[src/rtl/msg_schedule_gen_if.sv]
// msg_schedule_gen_if: input and output word streams of the schedule generator.
// master = block feeder/consumer side, slave = msg_schedule_gen side.
interface msg_schedule_gen_if;
  logic        in_valid;
  logic        in_ready;
  logic [31:0] in_data;
  logic        out_valid;
  logic        out_ready;
  logic [31:0] out_data;
  logic [5:0]  out_idx;
  logic        out_last;

  modport master (
    output in_valid,
    output in_data,
    output out_ready,
    input  in_ready,
    input  out_valid,
    input  out_data,
    input  out_idx,
    input  out_last
  );

  modport slave (
    input  in_valid,
    input  in_data,
    input  out_ready,
    output in_ready,
    output out_valid,
    output out_data,
    output out_idx,
    output out_last
  );
endinterface

[src/rtl/msg_schedule_gen.sv]
// msg_schedule_gen: SHA-256 message schedule, 16 words in, W0..W63 out.
// Ports: clk, rst_n (async low), bus (slave: in/out valid-ready streams),
// abort (sync flush, only when SCHED_ABORT_EN is defined).
module msg_schedule_gen (
  input logic clk,
  input logic rst_n,
`ifdef SCHED_ABORT_EN
  input logic abort,
`endif
  msg_schedule_gen_if.slave bus
);

  typedef enum logic {
    LOAD,
    EMIT
  } state_t;

  state_t      state_q;
  state_t      state_d;
  logic [5:0]  cnt_q;
  logic [5:0]  cnt_d;
  logic [31:0] w [16];
  logic [31:0] nxt;
  logic [31:0] shift_in;
  logic        in_hs;
  logic        out_hs;
  logic        shift;
  logic        flush;

  function automatic logic [31:0] sig0(
    input logic [31:0] x
  );
    return {x[6:0], x[31:7]}
         ^ {x[17:0], x[31:18]}
         ^ {3'b000, x[31:3]};
  endfunction

  function automatic logic [31:0] sig1(
    input logic [31:0] x
  );
    return {x[16:0], x[31:17]}
         ^ {x[18:0], x[31:19]}
         ^ {10'd0, x[31:10]};
  endfunction

`ifdef SCHED_ABORT_EN
  assign flush = abort;
`else
  assign flush = 1'b0;
`endif

  assign bus.in_ready  = (state_q == LOAD);
  assign bus.out_valid = (state_q == EMIT);
  assign bus.out_data  = w[0];
  assign bus.out_idx   = bus.out_valid ? cnt_q : 6'd0;
  assign bus.out_last  = bus.out_valid & (cnt_q == 6'd63);

  assign in_hs  = bus.in_valid & bus.in_ready;
  assign out_hs = bus.out_valid & bus.out_ready;

  // W[t+16] from the window holding W[t]..W[t+15]
  assign nxt = sig1(w[14]) + w[9] + sig0(w[1]) + w[0];

  always_comb begin
    shift_in = nxt;
    unique case (1'b1)
      bus.in_ready:  shift_in = bus.in_data;
      bus.out_valid: shift_in = nxt;
    endcase
  end

  always_comb begin
    state_d = state_q;
    cnt_d   = cnt_q;
    shift   = 1'b0;
    unique case (state_q)
      LOAD: begin
        if (in_hs) begin
          shift = 1'b1;
          cnt_d = cnt_q + 6'd1;
          if (cnt_q == 6'd15) begin
            state_d = EMIT;
            cnt_d   = 6'd0;
          end
        end
      end
      EMIT: begin
        if (out_hs) begin
          shift = 1'b1;
          cnt_d = cnt_q + 6'd1;
          if (cnt_q == 6'd63) begin
            state_d = LOAD;
            cnt_d   = 6'd0;
          end
        end
      end
    endcase
    // abort wins over any same-cycle handshake
    if (flush) begin
      state_d = LOAD;
      cnt_d   = 6'd0;
      shift   = 1'b0;
    end
  end

  always_ff @(posedge clk or negedge rst_n) begin
    if (!rst_n) begin
      state_q <= LOAD;
      cnt_q   <= 6'd0;
    end else begin
      state_q <= state_d;
      cnt_q   <= cnt_d;
    end
  end

  always_ff @(posedge clk or negedge rst_n) begin
    if (!rst_n) begin
      for (int i = 0; i < 16; i++) begin
        w[i] <= 32'd0;
      end
    end else if (flush) begin
      for (int i = 0; i < 16; i++) begin
        w[i] <= 32'd0;
      end
    end else if (shift) begin
      for (int i = 0; i < 15; i++) begin
        w[i] <= w[i+1];
      end
      w[15] <= shift_in;
    end
  end

endmodule

[src/flat_wrapper.sv]
// flat-port wrapper written by rule: the top's interface ports become plain ports
module msg_schedule_gen_flat 
  (clk, rst_n, bus_in_valid, bus_in_data, bus_out_ready, bus_in_ready, bus_out_valid, bus_out_data, bus_out_idx, bus_out_last);
  msg_schedule_gen_if bus_i ();
  input logic clk;
  input logic rst_n;
  input wire logic [$bits(bus_i.in_valid)-1:0] bus_in_valid;
  input wire logic [$bits(bus_i.in_data)-1:0] bus_in_data;
  input wire logic [$bits(bus_i.out_ready)-1:0] bus_out_ready;
  output wire logic [$bits(bus_i.in_ready)-1:0] bus_in_ready;
  output wire logic [$bits(bus_i.out_valid)-1:0] bus_out_valid;
  output wire logic [$bits(bus_i.out_data)-1:0] bus_out_data;
  output wire logic [$bits(bus_i.out_idx)-1:0] bus_out_idx;
  output wire logic [$bits(bus_i.out_last)-1:0] bus_out_last;
  assign bus_i.in_valid = bus_in_valid;
  assign bus_i.in_data = bus_in_data;
  assign bus_i.out_ready = bus_out_ready;
  assign bus_in_ready = bus_i.in_ready;
  assign bus_out_valid = bus_i.out_valid;
  assign bus_out_data = bus_i.out_data;
  assign bus_out_idx = bus_i.out_idx;
  assign bus_out_last = bus_i.out_last;
  msg_schedule_gen u_core (.clk(clk), .rst_n(rst_n), .bus(bus_i));
endmodule
[config.mk]
export PLATFORM = sky130hd
export DESIGN_NAME = msg_schedule_gen_flat
export DESIGN_NICKNAME = d
export VERILOG_FILES = /design/src/rtl/msg_schedule_gen_if.sv /design/src/rtl/msg_schedule_gen.sv /design/src/flat_wrapper.sv
export SDC_FILE = /design/constraint.sdc
export NUM_CORES = 1
export LEC_CHECK = 0
export BUFFER_PORTS_ARGS = -buffer_cell sky130_fd_sc_hd__buf_2
export CORE_MARGIN = 2
export CORE_UTILIZATION = 55
export DETAILED_ROUTE_END_ITERATION = 6
export PLACE_DENSITY = 0.72
export RECOVER_POWER = 100
export SYNTH_ARGS = -nofsm -noshare
export SYNTH_HDL_FRONTEND = slang
export SYNTH_SLANG_ARGS = --single-unit
[constraint.sdc]
create_clock -name clk -period 6.4 [get_ports clk]
set_clock_uncertainty 0.05 [all_clocks]
set_input_delay 0.32 -clock clk [delete_from_list [all_inputs] [get_ports clk]]
set_output_delay 0.32 -clock clk [all_outputs]
set_load 0.03 [all_outputs]
==> results.sh <==
export IMPL_status="finished with violations"
export IMPL_failed_checks="capacitance limit, slew limit"
export IMPL_fin_area_um2=26880
export IMPL_max_stage_delay_ns=1.12
export IMPL_core_um2=44120
export IMPL_drtIter0Drc=1883
export IMPL_max_slew_worst_pin_slew_ns=4.718
export IMPL_drive_gt1_frac=0.05430
export IMPL_syn_nets=2961
export IMPL_ys_warn_count=0
export IMPL_placed_cell_area_um2=24970
export IMPL_ys_async_sr_fraction=1.000
export IMPL_rsz0062_at_grt="no"
export IMPL_initial_core_util=0.5566
export IMPL_h_tree_depth=2
export IMPL_arrival_ns=5.21
export IMPL_grt_max_degree=202
export IMPL_clock_fmax_mhz=208.3
export IMPL_cpLargestDelayFamily="buffers and inverters"
export IMPL_layout_setup_ws_ns=1.599
export IMPL_antenna_found_initial=2
export IMPL_cts_tree="done"
export IMPL_synth_seq_cells=519
export IMPL_synth_edf_count=0
export IMPL_drv_cap=6
export IMPL_max_slew_margin_rel=-2.145
export IMPL_place_congestion=0.9738
export IMPL_nFillCells=3901
export IMPL_wl_per_cell_um=18.58
export IMPL_avgSynthCellArea_um2=8.676
export IMPL_drv_slew=682
export IMPL_final_common_cell="nand2_1"
export IMPL_crit_buf_inv=3
export IMPL_critPathKind="flop to flop"
export IMPL_io_pins=77
export IMPL_min_path_type="input port to flop"
export IMPL_crit_path_end_kind="flop"
export IMPL_grt_pass1_wl_um=99890
export IMPL_cts_sinks=519
export IMPL_path_cells="clkbuf_1, inv_1, nand2_1, nand2_4, clkbuf_2, nand2_1, nand2_1"
export IMPL_die_h_um=215.3
export IMPL_yosysTopAreaCellShare=0.5288
export IMPL_cts_made_buffers=53
export IMPL_ys_types=64
export IMPL_crit_fanout=93
export IMPL_critPathLaunchType="flop"
export IMPL_firstDrtPassIters=7
export IMPL_ant_nets=0
export IMPL_required_ns=6.81
export IMPL_hpwlAfterDp_um=44460
export IMPL_yosysSeqAreaShare=0.5288
export IMPL_syn_cell_area_um2=24560
export IMPL_portBuffers=76
export IMPL_grt_overflow=0
export IMPL_routed_wl_um=63720
export IMPL_rows=77
export IMPL_pre_cts_slack_ns=2.057
export IMPL_setup_viol=0
export IMPL_die_w_um=215.3
export IMPL_post_cts_buffers=0
export IMPL_cts_root_buf="clkbuf_16"
export IMPL_vias_per_cell=5.213
export IMPL_fin_util=0.6091
export IMPL_postSynthCellCount=2831
export IMPL_post_route_drc_count=0
export IMPL_min_period_ns=4.801
export IMPL_clk_pin_slew_ns=0.06
export IMPL_yosys_most_used_dff="dfrtp_1"
export IMPL_grt_pass1_vias=17454
export IMPL_crit_path_top_delay_cell="clkbuf_2"
export IMPL_synth_area_leaders="dfrtp_1 (53%), nand2_1 (22%), fa_1 (5.1%)"
export IMPL_nNetsFinal=2922
export IMPL_crit_top_cell="nand2_1"
export IMPL_route_vias_total=17874
export IMPL_clk_insertion_delay_late_ns=0.60
export IMPL_setup_tns_ns=0
export IMPL_area_growth_pct=9.435
export IMPL_hold_violations=0
export IMPL_synth_top_cell_by_area="dfrtp_1"
export IMPL_grtUsageTotal=0.2808
export IMPL_dieArea_um2=46360
export IMPL_final_cell_mix="nand2_1 (1439), dfrtp_1 (519), inv_1 (143), xnor2_1 (119), fa_1 (62)"
export IMPL_clockBufferDepth=3
export IMPL_min_period_over_period=0.7502
==> cell usage after synthesis, types with 6 or more instances <==
master    instances
nand2_1        1440
xor2_1           27
clkbuf_1        125
o21ai_0          51
fa_1             62
a21oi_1          47
mux2i_1           9
nor2_1           24
xnor2_1         119
o22ai_1           6
nand3_1          14
a31oi_1           7
nand2b_1          6
inv_1           142
nand4_1           6
o21ai_1          15
and2_1           10
buf_4            32
dfrtp_1         519
buf_2            50
nor2b_1           8
a21o_1           12
ha_1             32
==> through the flow <==
| step | hold WS (ns) | std cells |
|---|---|---|
| 2_1_floorplan | -0.02559 | 2831 |
| 3_3_place_gp | 0.3061 | 3307 |
| 3_5_place_dp | 0.3080 | 3307 |
| 4_1_cts | 0.001893 | 3428 |
| 5_1_grt | 0.04039 | 3428 |
| 6_report | 0.03716 | 3429 |
==> routing by layer <==
metal | track usage | share of wire | up-vias
li1 | - | - | 8503
met5 | 0 | 0 | -
met2 | 0.4396 | 0.47 | 438
met3 | 0.05633 | 0.064 | 106
met1 | 0.3987 | 0.44 | 8827
met4 | 0.08621 | 0.028 | 0
==> worst paths after layout <==
| path | cells after the start | from | end | slack [ns] |
|---|---|---|---|---|
| setup / recovery | 7 | u_core.bus.out_valid$_DFF_PN0_ | u_core.w[40]$_DFFE_PN0P_ | 1.60 |
| hold / removal | 3 | bus_in_data[22] | u_core.w[22]$_DFFE_PN0P_ | 0.04 |
| setup reg to reg | 7 | u_core.bus.out_valid$_DFF_PN0_ | u_core.w[40]$_DFFE_PN0P_ | 1.60 |
| hold reg to reg | 2 | u_core.w[410]$_DFFE_PN0P_ | u_core.w[410]$_DFFE_PN0P_ | 0.41 |
| max in group asynchronous | 2 | rst_n | u_core.w[436]$_DFFE_PN0P_ | 1.71 |
| min in group asynchronous | 2 | rst_n | u_core.w[258]$_DFFE_PN0P_ | 1.92 |
==> registers in the layout, indices dropped and copies added (netlist names) <==
name and cells:
u_core.cnt_q 6, u_core.w 480, u_core.bus.out_data 32, u_core.bus.out_valid 1
==> cell type report <==
type | count | area, um^2 | share of cell area
sequential | 519 | 12990 | 0.4832
inverter | 143 | 536.8 | 0.01997
clock buffer | 82 | 1618 | 0.06019
multi-input combinational | 1960 | 10030 | 0.3733
timing repair buffer | 115 | 708.2 | 0.02635
tap | 592 | 740.7 | 0.02756
clock inverter | 17 | 250.2 | 0.009310
antenna | 1 | 2.502 | 0.00009310
==> tightest hold or removal path: cells and delay by family <==
kind / cells / cell delay, ns
and+or+nand+nor: 1 / 0.12
buffers and inverters: 1 / 0.10
AOI/OAI and AO/OA: 1 / 0.10
==> cell families (layout without fill, tap and decap cells) <==
group           after synthesis  in the layout  share of synthesized area
simple gates               1529           1529                     0.2402
flops                       519            519                     0.5288
buf+inv                     352            357                    0.06128
compound gates              178            178                    0.04529
xor+xnor                    146            146                    0.05206
fa+ha+maj                    94             94                    0.06684
mux                          13             13                   0.005502
other cells                   0              1                          0
==> timing repair <==
action                    in CTS  in global routing
hold endpoints to repair      92                  0
resized for setup              0                  0
hold buffers                  22                  0
Power is not shown: default switching activity piles up to over one toggle a cycle in this logic, so the estimate is an artifact.
